## config.mk

```make
export PLATFORM = sky130hd
export DESIGN_NAME = mod_counter_sequencer
export DESIGN_NICKNAME = d
export VERILOG_FILES = /design/src/rtl/mod_counter_pkg.sv /design/src/rtl/mod_n_counter.sv /design/src/rtl/mod_counter_sequencer.sv
export SDC_FILE = /design/constraint.sdc
export NUM_CORES = 1
export LEC_CHECK = 0
export ABC_AREA = 1
export BUFFER_PORTS_ARGS = -buffer_cell sky130_fd_sc_hd__buf_2
export CELL_PAD_IN_SITES_DETAIL_PLACEMENT = 1
export CELL_PAD_IN_SITES_GLOBAL_PLACEMENT = 1
export CORE_UTILIZATION = 40
export CTS_CLUSTER_SIZE = 16
export DETAILED_ROUTE_END_ITERATION = 8
export PLACE_DENSITY = 0.9
export SYNTH_ARGS = -nofsm -noshare
export SYNTH_HDL_FRONTEND = slang
export SYNTH_SLANG_ARGS = --single-unit
```

## constraint.sdc

```tcl
create_clock -name clk -period 1.8 [get_ports clk]
set_clock_uncertainty 0.05 [all_clocks]
set_input_delay 0.18 -clock clk [delete_from_list [all_inputs] [get_ports clk]]
set_output_delay 0.18 -clock clk [all_outputs]
set_load 0.1 [all_outputs]
```

## src/rtl/mod_counter_pkg.sv

```systemverilog
// Shared definitions for the modulo-N counter sequencer.
//   state_t   : sequencer states (IDLE, RUN, DONE)
//   MIN_MOD   : smallest modulus accepted on start
//   DEF_CNT_W : default width of count / modulus
//   DEF_REP_W : default width of repetition count
package mod_counter_pkg;

   localparam int DEF_CNT_W = 3;
   localparam int DEF_REP_W = 4;
   localparam int MIN_MOD   = 2;

   typedef enum logic [1:0] {
      IDLE = 2'd0,
      RUN  = 2'd1,
      DONE = 2'd2
   } state_t;

endpackage

```

## src/rtl/mod_n_counter.sv

```systemverilog
// Modulo-N up-counter with registered terminal (wrap) pulse.
// Ports:
//   clk   : system clock, rising edge
//   rst   : synchronous active-high reset
//   en    : advance the count this cycle
//   clr   : force count to 0 and suppress wrap (priority over en)
//   mod   : modulus N; count runs 0..N-1
//   count : current count
//   wrap  : one-cycle pulse in the cycle after count went N-1 -> 0
module mod_n_counter
   import mod_counter_pkg::*;
#(
   parameter int CNT_W = DEF_CNT_W
) (
   input  logic             clk,
   input  logic             rst,
   input  logic             en,
   input  logic             clr,
   input  logic [CNT_W-1:0] mod,
   output logic [CNT_W-1:0] count,
   output logic             wrap
);

   logic at_term;

   assign at_term = (count == (mod - CNT_W'(1)));

   always_ff @(posedge clk) begin
      if (rst) begin
         count <= '0;
         wrap  <= 1'b0;
      end else if (clr) begin
         count <= '0;
         wrap  <= 1'b0;
      end else if (en) begin
         if (at_term) begin
            count <= '0;
            wrap  <= 1'b1;
         end else begin
            count <= count + CNT_W'(1);
            wrap  <= 1'b0;
         end
      end else begin
         wrap <= 1'b0;
      end
   end

endmodule

```

## src/rtl/mod_counter_sequencer.sv

```systemverilog
// Runs a modulo-N counter for a requested number of full wraps, then pulses
// done. Modulus and repetition count are captured on an accepted start.
// Optional macro MOD_COUNTER_PAUSE_EN adds a pause input that freezes a run.
// Ports:
//   clk     : system clock, rising edge
//   rst     : synchronous active-high reset
//   start   : request pulse, honoured only in IDLE
//   mod_val : modulus N (must be >= 2, otherwise err pulses)
//   reps    : number of wraps; 0 = free-run until abort
//   abort   : end a run early (returns to IDLE, no done)
//   pause   : (MOD_COUNTER_PAUSE_EN only) hold count and wrap tally in RUN
//   busy    : high in RUN
//   count   : current count 0..N-1
//   wrap    : one-cycle pulse on each N-1 -> 0 rollover
//   done    : one-cycle pulse after the final wrap
//   err     : one-cycle pulse when start is rejected
//
// state | meaning
// IDLE  | waiting for start, counter held at 0
// RUN   | counting; wraps tallied down from reps
// DONE  | single-cycle completion, counter held at 0
module mod_counter_sequencer
   import mod_counter_pkg::*;
#(
   parameter int CNT_W = DEF_CNT_W,
   parameter int REP_W = DEF_REP_W
) (
   input  logic             clk,
   input  logic             rst,
   input  logic             start,
   input  logic [CNT_W-1:0] mod_val,
   input  logic [REP_W-1:0] reps,
   input  logic             abort,
`ifdef MOD_COUNTER_PAUSE_EN
   input  logic             pause,
`endif
   output logic             busy,
   output logic [CNT_W-1:0] count,
   output logic             wrap,
   output logic             done,
   output logic             err
);

   state_t           state, state_nxt;
   logic [CNT_W-1:0] mod_q;
   logic [REP_W-1:0] reps_q;
   logic [REP_W-1:0] wrap_left;
   logic             err_q;
   logic             mod_ok;
   logic             hold;
   logic             last_wrap;
   logic             cnt_en;
   logic             cnt_clr;

`ifdef MOD_COUNTER_PAUSE_EN
   assign hold = pause;
`else
   assign hold = 1'b0;
`endif

   assign mod_ok = (mod_val >= CNT_W'(MIN_MOD));

   // wrap_left only reaches 0 with reps_q != 0 when the final wrap landed
   // while paused; the DONE transition is then taken once pause drops.
   assign last_wrap = (reps_q != '0) &&
                      ((wrap_left == '0) || (wrap && (wrap_left == REP_W'(1))));

   always_comb begin
      state_nxt = state;
      cnt_en    = 1'b0;
      cnt_clr   = 1'b0;
      case (state)
         IDLE: begin
            cnt_clr = 1'b1;
            if (start && mod_ok) state_nxt = RUN;
         end
         RUN: begin
            if (abort) begin
               state_nxt = IDLE;
               cnt_clr   = 1'b1;
            end else if (last_wrap && !hold) begin
               state_nxt = DONE;
               cnt_clr   = 1'b1;
            end else begin
               cnt_en = !hold;
            end
         end
         DONE: begin
            cnt_clr   = 1'b1;
            state_nxt = IDLE;
         end
         default: begin
            cnt_clr   = 1'b1;
            state_nxt = IDLE;
         end
      endcase
   end

   always_ff @(posedge clk) begin
      if (rst) begin
         state     <= IDLE;
         mod_q     <= '0;
         reps_q    <= '0;
         wrap_left <= '0;
         err_q     <= 1'b0;
      end else begin
         state <= state_nxt;
         err_q <= (state == IDLE) && start && !mod_ok;
         if ((state == IDLE) && start && mod_ok) begin
            mod_q     <= mod_val;
            reps_q    <= reps;
            wrap_left <= reps;
         end else if ((state == RUN) && wrap && (wrap_left != '0)) begin
            wrap_left <= wrap_left - REP_W'(1);
         end
      end
   end

   mod_n_counter #(
      .CNT_W (CNT_W)
   ) u_cnt (
      .clk   (clk),
      .rst   (rst),
      .en    (cnt_en),
      .clr   (cnt_clr),
      .mod   (mod_q),
      .count (count),
      .wrap  (wrap)
   );

   assign busy = (state == RUN);
   assign done = (state == DONE);
   assign err  = err_q;

endmodule

```

After elaboration in Yosys (flattened, before gate mapping) --
Cells that the tools add are included.
Word-level totals: register bits after elaboration 18, input port bits 11, output and inout bits 7, word-level logic and storage cells 50
Operators by class: add/sub/neg operators 3, $lt $le $gt $ge 1, equality and inequality tests 6, multiplexer cells 14, bitwise logic cells 1, reductions and logical operators 18
Operator list (count):
- $logic_and A1 B1 Y1 | 8
- $mux W4 | 2
- $reduce_bool A4 Y1 | 2
- $mux W1 | 7
- $mux W2 | 3
- $eq A4 B1 Y1 const B | 1
- $logic_not A4 Y1 | 1
- $pmux W2 S2 | 1
- $sub A4 B1 Y4 const B | 1
- $add A3 B1 Y3 const B | 1
- $eq A3 B3 Y1 | 1
- $ge A3 B2 Y1 const B | 1
- $mux W3 | 1
- $ne A3 B2 Y1 const B | 1
- $reduce_or A3 Y1 | 1
- $sub A3 B1 Y3 const B | 1
- $eq A2 B1 Y1 const B | 1
- $eq A2 B2 Y1 const B | 1
- $logic_not A2 Y1 | 1
- $ne A2 B2 Y1 const B | 1
- $reduce_and A2 Y1 | 1
- $reduce_bool A2 Y1 | 1
- $reduce_or A2 Y1 | 1
- $logic_not A1 Y1 | 1
- other kinds (2) | 2

Logic depth before layout (Yosys ltp) --
depth in word-level cells 9, gate-level depth with buffers 10, gate-level depth less buffers 10

By module --
A second synthesis with hierarchy kept.
Unflattened totals: cells, all modules 139, area, all modules 934.6 um^2
By module, submodules not included:
- mod_counter_sequencer | instances 1, cells each 102, area an instance 684.4 um^2, sequential area each 280.3 um^2
- mod_n_counter | instances 1, cells each 37, area an instance 250.2 um^2, sequential area each 80.1 um^2

Least setup slack after synthesis --
Ideal clock, no wire load.
kind register to output, start point register state[1], end point output done, data arrival time 1.669 ns, required time 1.570 ns, setup slack -0.099 ns, stages on the path, launching flop included 3, path buffers 0, cell sequence dfxtp_1 -> inv_1 -> nor2_1
Between the ends: longest elaborated chain between the ends 1
RTL lines:
- from (decl) | line mod_counter_sequencer.sv:44 | state_t state, state_nxt;
- from (signal assigned) | line mod_counter_sequencer.sv:107 | state <= state_nxt;
- $eq A2 B2 Y1 | line mod_counter_sequencer.sv:132 | assign done = (state == DONE);
- to (decl) | line mod_counter_sequencer.sv:40 | output logic done,
No other way between the ends.

Worst setup path in the final report --
start point register state[0], end point output busy
Between the ends: longest elaborated chain between the ends 1
RTL lines:
- $eq A2 B1 Y1 | line mod_counter_sequencer.sv:131 | assign busy = (state == RUN);
- to (decl) | line mod_counter_sequencer.sv:37 | output logic busy,
No other way between the ends.

==> results.txt <==
number of iterations in the first detailed-routing pass -> 4
final setup vio count -> 0
max-slew violations -> 0
number of top-level pins -> 18
DP Wirelength -> 1650 µm
total power density per cell area -> 834 nW/µm²
Reg2Reg Launch Point -> wrap_left[0]
Async S/R FF share, synth -> 0%
overall routing resource usage -> 18.5%
Clk Latency, worst-skew pair -> 290 ps
worst-case vdd ir drop -> 456 µV
top area cells in the synthesized netlist -> sky130_fd_sc_hd__dfxtp_1 (39%), sky130_fd_sc_hd__nand2_1 (14%), sky130_fd_sc_hd__nor2_1 (10%)
remaining design rule violation count -> 0
vertical die dimension -> 50.4 µm
Worst setup EP type -> output port
first-pass GRT wire length -> 3530 µm
Tcrit/Tclk final -> 85.3%
number of inserted diodes -> 0
WP data arrival -> 1310 ps
final net count -> 172
synthesis warning total -> 0
clock net sink count -> 18
GRT Residual Overflow -> 0
number of routed nets with antenna violations -> 0
number of enable-type register cells in the synthesized netlist -> 0
number of hold buffers added after cts -> 0
fraction of layout cells with a size suffix above 1 -> 17.4%
Crit path required time -> 1570 ps
top achievable clock speed -> 651 MHz
cell area after synthesis -> 936 µm²
level count of the clock H-tree -> 1
num rows -> 17
Die W -> 50.4 µm
largest fanout on the critical path -> 3
WL/cell -> 11.0 µm
maximum number of pins on one net before global-route repair -> 18
Setup CP Type -> reg2out
Hold Crit Start -> rst
part of the Yosys area used for sequential elements -> 38.5%
nature of the critical path startpoint -> register
worst-case clock buffer depth -> 2
number of instances in the synthesized netlist -> 135
layout overhead on the synthesized area -> 15.8%
Synth area leader -> sky130_fd_sc_hd__dfxtp_1
R2R Setup Slk -> 450 ps
detailed-route vias per instance -> 4.78
total vias in the final route -> 875
Fin Hold WS -> 77.6 ps
synthesized net count -> 151
Detailed Route Iter0 Violations -> 10
initial antenna violation count -> 0
Clock Root Buffer -> sky130_fd_sc_hd__clkbuf_4
fraction of post-synthesis cell area in the top cell type by area -> 38.5%
worst hold path cell count -> 2
endpoint of the worst hold-timing path -> reps_q[0]
number of endpoints with negative hold slack in the final report -> 0
time the final worst path needs with I/O delays and setup -> 1540 ps
die footprint -> 2540 µm²
RSZ-0062 raised after global routing -> no
synthesized area per cell -> 6.93 µm²
CTS buffer count -> 3
depth of the worst register-to-register path -> 9
setup TNS -> 0 ps
count of unique library cells instantiated by Yosys -> 20
count of maximum capacitance violations -> 0
commonest register cell after synthesis -> sky130_fd_sc_hd__dfxtp_1
setup ws final -> 265 ps
status -> finished, final reports clean
CTS clk-pin slew, worst paths -> 110 ps
static power due to leakage -> 0.553 nW
number of register bits inferred by synthesis -> 18
number of I/O port buffers -> 17
number of gates resized after CTS -> 0
drt total wl -> 2000 µm
Worst Tran Pin Value -> 485 ps
endpoint of the worst-slack reg-to-reg timing path -> u_cnt.count[2]
initial standard-cell utilization of the core -> 42.3%
min-delay worst type -> in2reg
CTS tree -> yes
Final GP Congestion -> 0.722
number of global-route vias before repair -> 819
Placement Setup Slack -> 458 ps
number of buffers inserted to repair setup after CTS -> 0
max-slew headroom at the worst pin -> 67.9%
floorplan core area -> 2210 µm²
where the power goes:
| group | switching [mW] | total (mW) | internal [mW] |
|---|---|---|---|
| sequential | 0.0183 | 0.441 | 0.422 |
| clock | 0.125 | 0.248 | 0.123 |
| combinational | 0.142 | 0.215 | 0.0732 |
cell type report:
| type | instances | area, µm² |
|---|---|---|
| Timing Repair Buffer | 17 | 85.1 |
| Fill cell | 319 | 1130 |
| Multi-Input combinational cell | 95 | 488 |
| Tap cell | 28 | 35.0 |
| Sequential cell | 18 | 360 |
| Inverter | 21 | 78.8 |
| Clock buffer | 4 | 36.3 |
metrics by stage:
| stage | instance area (µm²) | util, % | cells | power (mW) |
|---|---|---|---|---|
| after detailed placement | 1050 | 47.3 | 179 | 0.666 |
| after floorplan | 938 | - | 135 | 0.614 |
| final | 1080 | 49.0 | 183 | 0.903 |
| after global routing | 1080 | 49.0 | 183 | 0.964 |
| after CTS | 1080 | 49.0 | 183 | 0.913 |
| after global placement | 1050 | 47.3 | 179 | 0.655 |
layer usage:
metal | GRT usage (%) | up-vias | wire [µm]
met2 | 31.1 | 15 | 948
met4 | 6.94 | 0 | 27
met1 | 23.6 | 402 | 975
li1 | - | 454 | -
met5 | 0 | - | 0
met3 | 2.73 | 4 | 52
how the worst max path moves through the flow:
stage                      start             end  cells past startpoint  slack (ps)
detailed placement  wrap_left[0]  u_cnt.count[2]                      9         460
CTS                     state[0]            busy                      3         250
floorplan             u_cnt.wrap    wrap_left[1]                      7         120
global route            state[0]            busy                      3         170
global placement        mod_q[0]  u_cnt.count[0]                      7         530
finish                  state[0]            busy                      3         260
critical path: stages, from the launching register on:
cell	delay [ps]
sky130_fd_sc_hd__dfxtp_1	430
sky130_fd_sc_hd__nand2_1	120
sky130_fd_sc_hd__inv_1	60
sky130_fd_sc_hd__buf_2	410
cell families (layout without fill, tap and decap cells):
logic type               Yosys count  count (layout)  share of synthesized area [%]
AND/OR/NAND/NOR                   77              77                           36.6
AO/OA/AOI/OAI                      9               9                           4.81
flip-flops                        18              18                           38.5
buffers and inverters             22              42                           9.62
adder cells (fa/ha/maj)            5               5                           6.68
XOR/XNOR                           4               4                           3.74
cell usage after synthesis (2+ instances only):
library cell and n:
sky130_fd_sc_hd__nor2_1 25, sky130_fd_sc_hd__xnor2_1 3, sky130_fd_sc_hd__a21oi_1 5, sky130_fd_sc_hd__dfxtp_1 18, sky130_fd_sc_hd__nand2_2 2, sky130_fd_sc_hd__nand4_1 2, sky130_fd_sc_hd__nand2_1 35, sky130_fd_sc_hd__nand3_1 7
sky130_fd_sc_hd__inv_1 20, sky130_fd_sc_hd__ha_1 5, sky130_fd_sc_hd__o21ai_0 4
state kept, by name, summed over array words and instances (netlist names):
signal	cells
reps_q	4
wrap_left	4
mod_q	3
u_cnt.count	3
state	2
err	1
u_cnt.wrap	1
cell usage in the layout, fill, tap and decap left out:
cell type and n:
sky130_fd_sc_hd__nand2_1 35, sky130_fd_sc_hd__nor2_1 24, sky130_fd_sc_hd__inv_1 20, sky130_fd_sc_hd__dfxtp_1 18, sky130_fd_sc_hd__buf_2 17, sky130_fd_sc_hd__nand3_1 7, sky130_fd_sc_hd__a21oi_1 5, sky130_fd_sc_hd__ha_1 5
sky130_fd_sc_hd__o21ai_0 4, sky130_fd_sc_hd__xnor2_1 3, sky130_fd_sc_hd__clkbuf_4 3, sky130_fd_sc_hd__nand2_2 2, sky130_fd_sc_hd__nand4_1 2, sky130_fd_sc_hd__nor2_2 1, sky130_fd_sc_hd__nor2_4 1, sky130_fd_sc_hd__nand3_4 1
sky130_fd_sc_hd__nand3_2 1, sky130_fd_sc_hd__clkinv_1 1, sky130_fd_sc_hd__and2_0 1, sky130_fd_sc_hd__nor3_1 1, sky130_fd_sc_hd__nand3b_1 1, sky130_fd_sc_hd__xor2_1 1, sky130_fd_sc_hd__clkbuf_8 1
Power figures use the tool's default switching activity.
